$ cat src/rtl/traffic_intersection_ctrl.sv
// Two-road intersection controller: all-red clearance, ped walk with green truncation,
// night flashing-yellow mode. All durations are in clk cycles.
module traffic_intersection_ctrl #(
  parameter int CNT_W       = 8,
  parameter int GREEN_TIME  = 60,
  parameter int MIN_GREEN   = 20,
  parameter int YELLOW_TIME = 3,
  parameter int ALLRED_TIME = 2,
  parameter int PED_TIME    = 10,
  parameter int FLASH_HALF  = 25
) (
  input  logic       clk,
  input  logic       rst,
  input  logic       ped_req_ns,
  input  logic       ped_req_ew,
  input  logic       night_mode,
  output logic       ns_red,
  output logic       ns_yellow,
  output logic       ns_green,
  output logic       ew_red,
  output logic       ew_yellow,
  output logic       ew_green,
  output logic       walk_ns,
  output logic       walk_ew,
  output logic [2:0] phase
);

  typedef enum logic [2:0] {
    AR_TO_NS  = 3'd0,
    NS_GREEN  = 3'd1,
    NS_YELLOW = 3'd2,
    AR_TO_EW  = 3'd3,
    EW_GREEN  = 3'd4,
    EW_YELLOW = 3'd5,
    FLASH     = 3'd6
  } state_t;

  localparam logic [CNT_W-1:0] GREEN_LAST  = CNT_W'(GREEN_TIME - 1);
  localparam logic [CNT_W-1:0] MIN_LAST    = CNT_W'(MIN_GREEN - 1);
  localparam logic [CNT_W-1:0] YELLOW_LAST = CNT_W'(YELLOW_TIME - 1);
  localparam logic [CNT_W-1:0] ALLRED_LAST = CNT_W'(ALLRED_TIME - 1);
  localparam logic [CNT_W-1:0] FLASH_LAST  = CNT_W'(FLASH_HALF - 1);
  // One extra bit so PED_TIME == 2^CNT_W still compares correctly.
  localparam logic [CNT_W:0]   PED_LEN     = (CNT_W + 1)'(PED_TIME);

  state_t             state_q, state_d;
  logic [CNT_W-1:0]   cnt_q, cnt_d;
  logic               pend_ns_q, pend_ns_d;
  logic               pend_ew_q, pend_ew_d;
  logic               walk_arm_ns_q, walk_arm_ns_d;
  logic               walk_arm_ew_q, walk_arm_ew_d;
  logic               flash_ph_q, flash_ph_d;

  always_comb begin
    state_d       = state_q;
    cnt_d         = cnt_q + CNT_W'(1);
    pend_ns_d     = pend_ns_q | ped_req_ns;
    pend_ew_d     = pend_ew_q | ped_req_ew;
    walk_arm_ns_d = walk_arm_ns_q;
    walk_arm_ew_d = walk_arm_ew_q;
    flash_ph_d    = flash_ph_q;
    case (state_q)
      AR_TO_NS: if (cnt_q == ALLRED_LAST) begin
        cnt_d = '0;
        if (night_mode) begin
          state_d    = FLASH;
          flash_ph_d = 1'b1;
        end else begin
          state_d       = NS_GREEN;
          walk_arm_ns_d = pend_ns_q | ped_req_ns;
          pend_ns_d     = ped_req_ns;   // a request on the clear cycle survives
        end
      end
      NS_GREEN: if (cnt_q == GREEN_LAST || (pend_ew_q && cnt_q >= MIN_LAST)) begin
        state_d       = NS_YELLOW;
        cnt_d         = '0;
        walk_arm_ns_d = 1'b0;
      end
      NS_YELLOW: if (cnt_q == YELLOW_LAST) begin
        state_d = AR_TO_EW;
        cnt_d   = '0;
      end
      AR_TO_EW: if (cnt_q == ALLRED_LAST) begin
        cnt_d = '0;
        if (night_mode) begin
          state_d    = FLASH;
          flash_ph_d = 1'b1;
        end else begin
          state_d       = EW_GREEN;
          walk_arm_ew_d = pend_ew_q | ped_req_ew;
          pend_ew_d     = ped_req_ew;
        end
      end
      EW_GREEN: if (cnt_q == GREEN_LAST || (pend_ns_q && cnt_q >= MIN_LAST)) begin
        state_d       = EW_YELLOW;
        cnt_d         = '0;
        walk_arm_ew_d = 1'b0;
      end
      EW_YELLOW: if (cnt_q == YELLOW_LAST) begin
        state_d = AR_TO_NS;
        cnt_d   = '0;
      end
      FLASH: begin
        if (!night_mode) begin
          state_d    = AR_TO_NS;
          cnt_d      = '0;
          flash_ph_d = 1'b0;
        end else if (cnt_q == FLASH_LAST) begin
          flash_ph_d = ~flash_ph_q;
          cnt_d      = '0;
        end
      end
      default: begin
        state_d = AR_TO_NS;
        cnt_d   = '0;
      end
    endcase
  end

  always_ff @(posedge clk or posedge rst) begin
    if (rst) begin
      state_q       <= AR_TO_NS;
      cnt_q         <= '0;
      pend_ns_q     <= 1'b0;
      pend_ew_q     <= 1'b0;
      walk_arm_ns_q <= 1'b0;
      walk_arm_ew_q <= 1'b0;
      flash_ph_q    <= 1'b0;
    end else begin
      state_q       <= state_d;
      cnt_q         <= cnt_d;
      pend_ns_q     <= pend_ns_d;
      pend_ew_q     <= pend_ew_d;
      walk_arm_ns_q <= walk_arm_ns_d;
      walk_arm_ew_q <= walk_arm_ew_d;
      flash_ph_q    <= flash_ph_d;
    end
  end

  always_comb begin
    ns_red    = 1'b0;
    ns_yellow = 1'b0;
    ns_green  = 1'b0;
    ew_red    = 1'b0;
    ew_yellow = 1'b0;
    ew_green  = 1'b0;
    walk_ns   = 1'b0;
    walk_ew   = 1'b0;
    phase     = state_q;
    case (state_q)
      NS_GREEN: begin
        ns_green = 1'b1;
        ew_red   = 1'b1;
        walk_ns  = walk_arm_ns_q && ({1'b0, cnt_q} < PED_LEN);
      end
      NS_YELLOW: begin
        ns_yellow = 1'b1;
        ew_red    = 1'b1;
      end
      EW_GREEN: begin
        ew_green = 1'b1;
        ns_red   = 1'b1;
        walk_ew  = walk_arm_ew_q && ({1'b0, cnt_q} < PED_LEN);
      end
      EW_YELLOW: begin
        ew_yellow = 1'b1;
        ns_red    = 1'b1;
      end
      FLASH: begin
        ns_yellow = flash_ph_q;
        ew_yellow = flash_ph_q;
      end
      default: begin
        ns_red = 1'b1;
        ew_red = 1'b1;
      end
    endcase
  end

endmodule

$ cat config.mk
export PLATFORM = sky130hd
export DESIGN_NAME = traffic_intersection_ctrl
export DESIGN_NICKNAME = d
export VERILOG_FILES = /design/src/rtl/traffic_intersection_ctrl.sv
export SDC_FILE = /design/constraint.sdc
export NUM_CORES = 1
export LEC_CHECK = 0
export ABC_AREA = 1
export CORE_ASPECT_RATIO = 1.1
export CORE_MARGIN = 3
export CORE_UTILIZATION = 25
export CTS_CLUSTER_DIAMETER = 200
export DETAILED_ROUTE_END_ITERATION = 8
export HOLD_SLACK_MARGIN = 0.05
export SLEW_MARGIN = 5
export SYNTH_ARGS = -nofsm -noshare
export SYNTH_HDL_FRONTEND = slang
export SYNTH_SLANG_ARGS = --single-unit
export TNS_END_PERCENT = 10
$ cat constraint.sdc
create_clock -name clk -period 2.9 [get_ports clk]
set_clock_uncertainty 0.2 [all_clocks]
set_input_delay 0.58 -clock clk [delete_from_list [all_inputs] [get_ports clk]]
set_output_delay 0.58 -clock clk [all_outputs]
set_load 0.03 [all_outputs]
### After elaboration in Yosys (flattened, before gate mapping)

Cells that the tools add are included.

| word-level totals | value |
|---|---|
| input port bits | 5 |
| register bits | 16 |

| cells by class | value |
|---|---|
| muxes and demuxes | 44 |
| bitwise logic cells | 3 |
| $add $sub $neg | 1 |
| eq/ne operators | 22 |
| reductions and logical operators | 18 |
| order comparisons | 2 |

Operator list:

| operator | number |
|---|---|
| 8-bit two-way mux | 6 |
| 8-bit case mux with 5 select lines | 1 |
| 3-bit two-way mux | 8 |
| 1-bit two-way mux | 22 |
| 3-bit case mux with 7 select lines | 1 |
| 2-bit != test (second input constant) | 9 |
| 4-bit AND reduction | 3 |
| 1-bit case mux with 2 select lines | 5 |
| 3-bit == test (second input constant) | 3 |
| 8-bit by 1-bit adder with 8-bit output (second input constant) | 1 |
| 8-bit by 1-bit == test with 1-bit output (second input constant) | 1 |
| 8-bit by 2-bit == test with 1-bit output (second input constant) | 1 |
| 8-bit by 5-bit == test with 1-bit output (second input constant) | 1 |
| 8-bit by 6-bit == test with 1-bit output (second input constant) | 1 |
| 8-bit by 5-bit >= comparator with 1-bit output (second input constant) | 1 |
| 8-bit by 4-bit < comparator with 1-bit output (second input constant) | 1 |
| 7-bit AND reduction | 1 |
| 3-bit by 2-bit == test with 1-bit output (second input constant) | 2 |
| 2-bit nonzero test | 3 |
| 3-bit OR reduction | 2 |
| 1-bit logical AND | 4 |
| 2-bit by 1-bit != test with 1-bit output (second input constant) | 2 |
| 2-bit OR reduction | 2 |
| 3-bit by 1-bit == test with 1-bit output (second input constant) | 1 |
| other kinds (6) | 8 |

### Logic depth before layout (Yosys ltp)

| logic depth | value |
|---|---|
| depth in word-level cells | 5 |
| depth in mapped cells | 10 |
| depth with buffers taken out | 10 |

### Worst setup path before layout

No wires, ideal clock.

| path | value |
|---|---|
| path type | register to output |
| from | reg state_q[1], in the netlist phase[1] |
| to | out walk_ew |
| cell stages (with the launch flop) | 6 |
| arrival | 1.630 ns |
| slack | 0.490 ns |
| buffers on the path | 0 |
| data required time | 2.120 ns |
| path through | dfrtp_1 -> nor2_1 -> nand2_1 -> inv_1 -> nand2_1 -> nor2_1 |

| between the ends | value |
|---|---|
| word-level cells in the longest chain between the ends | 2 |

Ends and longest elaborated chain:

| what | RTL line | RTL |
|---|---|---|
| start: declaration | 46 | `state_t state_q, state_d;` |
| start signal: assignment | 130 | `state_q <= state_d;` |
| 3-bit == test | 150 | `case (state_q)` |
| 1-bit two-way mux | 150 |  |
| end: declaration | 24 | `output logic walk_ew,` |

Every way passes these cells.

### Worst setup path in the final report

| path | value |
|---|---|
| from | reg state_q[1], in the netlist phase[1] |
| to | out ew_green |

| between the ends | value |
|---|---|
| word-level cells in the longest chain between the ends | 2 |

Ends and longest elaborated chain:

| what | RTL line | RTL |
|---|---|---|
| 3-bit == test | 150 |  |
| 1-bit two-way mux | 150 |  |
| end: declaration | 22 | `output logic ew_green,` |

Every way passes these cells.

==> flow_summary.yaml <==
run_status:
  run_status: "complete, no violations"
die:
  core_region_area_sq_um: 4780
  die_area_sq_um: 5990
  number_of_i_o_pins: 16
  floorplan.die.height_microns: 80.9
  start_util: 0.266
  std_cell_rows: 26
  die_width_microns: 74.1
synth:
  share_of_yosys_cell_area_claimed_by_the_top_area_cell_type: 0.314
  synth_top_area_cell: "dfrtp_1"
  synth.avg_cell_area_sq_um: 7.72
  yosys_warnings: 0
  synthTopCellsByArea: "dfrtp_1 31%, nand2_1 11%, nor2_2 6.4%, inv_1 5.9%, nand3_1 5.1%"
  yosysSeqAreaShare: 0.314
  synth_edf_count: 0
  synth.net_count: 174
  synth_cell_types: 29
  async_flop_share: 1.00
  register_bit_total_from_synthesis: 16
  area_of_the_mapped_netlist_sq_um: 1270
  flip_flop_cell_with_the_highest_count_after_synthesis: "dfrtp_1"
  syn_inst: 165
detailed_routing:
  wire_per_inst_microns: 10.6
  number_of_nets_with_antenna_violations_after_detailed_routing: 0
  route.detailed.drc: 0
  drt_first_iter_violations: 56
  drt-total-wl_microns: 2510
  via_count: 1021
  via_per_inst: 4.29
  dr.pass1.iters: 4
place:
  dp_hpwl_microns: 2020
  placement_stage_cell_area_sq_um: 1480
  buffer_ports.inserted: 15
  place_congestion: 0.827
setup_path:
  timing.critical_path.to_type: "output pin"
  r2r_start: "cnt_q[0]"
  reg2regPathDepth: 10
  worst-r2r-setup-slack_ps: 1060
  critPathArrivalTime_ps: 1910
  largest_stage_delay_on_the_critical_path_ps: 680
  timing.rr.end: "phase[2]"
  setup.worst_path.class: "flop to output pin"
  worst_path_dominant_cell_family: "buffers and inverters"
  worstPathRequired_ps: 2120
  critPathBufInv: 2
  timing.critical_path.fanout_max: 7
  crit_chain: "nor2_1 > nand2_1 > inv_1 > clkdlybuf4s50_1"
  startpoint_class_of_the_critical_path: "flop"
  cp_slowest_cell: "clkdlybuf4s50_1"
timing:
  slew_hr: 0.561
  timing_hold_violations_final: 0
  totalNegativeSetupSlack_ps: 0
  max_freq_mhz: 371
  rsz0062_at_grt: "no"
  timing.final.max_slew_violations: 0
  period_needed_ps: 2690
  worst_pin_slew_ps: 658
  finalSetupViolCount: 0
  fin_crit_sh: 0.928
cts:
  clock_path_buffers: 2
  htree_num_levels: 1
  cts_repair_resize_count: 0
  numClockSinks: 16
  postCtsHoldBufs: 0
  post_cts.repair.setup_buffers: 0
  cts.root.buffer_cell: "clkbuf_8"
  cts_inserted_buffers: 3
  cts.clk_slew.worst_paths_ps: 70
  tritoncts: "yes"
  worstSkewPairLatency_ps: 250
global_routing:
  met1_usage: 0.120
  grt_pass1_wl_microns: 4490
  global_route.usage.met2: 0.160
  grtUsageMet3: 0.0149
  globalRoute.busiestLayer: "met2"
  grt_overall_usage: 0.0944
  number_of_global_route_vias_before_repair: 1011
  grt_start_max_net_pins: 17
  grt-ovfl-total: 0
  number_of_antenna_violations_at_the_first_check_in_global_routing: 0
final_layout:
  insertedDiodeCount: 0
  finalCoreUtilization: 0.323
  nNetsFinal: 192
  post_route_cells_drive_above_1_share: 0.231
  area_growth_pct: 21.3
  finish.instance_area_sq_um: 1550
  fillers: 501
  multi_input_combinational_cell_area_sq_um: 778
  layout.area.seq_sq_um: 402
job:
  maxCapViolations: 0
pwr:
  pwrdens_nw_per_um2: 1080
  power.ir.vdd_worst_mv: 0.286
  p_leak_nw: 0.740
  p_total_mw: 1.67
hold_path:
  worstHoldPathType: "flop to flop"
  timing.hold.worst_endpoint: "walk_arm_ew_q"
  min_delay_path_depth: 2
  min-delay-start: "walk_arm_ew_q"
==> metal layers <==
metal,share of wire,vias to the layer above
li1,-,549
met5,0,-
met3,0.043,2
met2,0.48,16
met4,0.0052,0
met1,0.48,454
==> flip-flops by register name, indices dropped and copies added, names as in the netlist <==
signal	count
pend_ew_q	1
cnt_q	8
flash_ph_q	1
pend_ns_q	1
walk_arm_ns_q	1
walk_arm_ew_q	1
phase	3
==> final cells by class <==
type,count,area share
clock buffers,4,0.0356
inverters,22,0.0534
multi-input cells,125,0.504
flip-flops and latches,16,0.260
well taps,56,0.0453
repair buffers,15,0.102
==> synthesized netlist by cell type (2+ instances only) <==
master and number:
a21oi_2 3, nand2_2 5, nand3_2 2, nor2_1 15, nor2_2 13, nand2_4 3
xor2_1 3, dfrtp_1 16, xnor2_1 2, o21ai_0 7, a21oi_1 4, inv_1 20
nor2_8 3, ha_1 4, nand3_1 13, nor2_4 4, nand2_1 36
==> where the power goes <==
part           internal, mW  leakage (nW)  switching, mW
registers             0.296         0.198         0.0942
clock network         0.120        0.0288         0.0819
logic                 0.399         0.513          0.675
total                 0.815         0.740          0.851
==> kinds of logic (layout without fill, tap and decap cells) <==
kind of cell / count (synthesis) / after routing / synth area share
and+or+nand+nor: 96 / 96 / 0.424
adders and majority gates: 4 / 4 / 0.0393
DFF: 16 / 16 / 0.314
xor gates and xnor gates: 5 / 5 / 0.0344
buffers and inverters: 24 / 41 / 0.0746
AOI/OAI and AO/OA: 20 / 20 / 0.113
==> worst register-to-register path, stage by stage (launching register included) <==
cell	delay, ps
dfrtp_1	440
ha_1	210
inv_1	90
nand2_1	70
nand2_1	60
nand2_2	110
nand2_2	90
a21oi_4	240
nand2_2	100
nand2_1	60
nand2_1	50
==> cells in the final DEF, fill, tap and decap left out, types with 2 or more instances in the layout <==
cell type	synthesis	routed
o21ai_0	7	7
inv_1	20	20
xnor2_1	2	2
clkbuf_8	0	4
nand2_1	36	36
a21oi_1	4	4
clkdlybuf4s50_1	0	12
nand3_2	2	2
nand2_2	5	5
nor2_4	4	4
a21oi_2	3	3
dlymetal6s2s_1	0	3
nor2_2	13	13
xor2_1	3	3
nor2_8	3	3
nor2_1	15	15
nand2_4	3	3
nand3_1	13	13
dfrtp_1	16	15
ha_1	4	4
==> how the worst max path moves through the flow <==
stage	start	end	slack [ps]	cells after the start
3_5_place_dp	phase[1]	walk_ew	330	6
6_report	phase[1]	ew_green	210	4
5_1_grt	phase[1]	ns_red	70	7
3_3_place_gp	phase[1]	walk_ew	370	6
4_1_cts	phase[1]	walk_ew	50	6
2_1_floorplan	phase[1]	walk_ew	490	5
==> metrics by stage <==
| step | cells | worst slack, ps | hold slack [ps] |
|---|---|---|---|
| after floorplan | 165 | 490 | 242 |
| after global placement | 234 | 367 | 268 |
| after detailed placement | 234 | 331 | 262 |
| after CTS | 238 | 49.2 | 281 |
| after global routing | 238 | 73.7 | 323 |
| final | 238 | 207 | 278 |
Power figures use the tool's default switching activity.
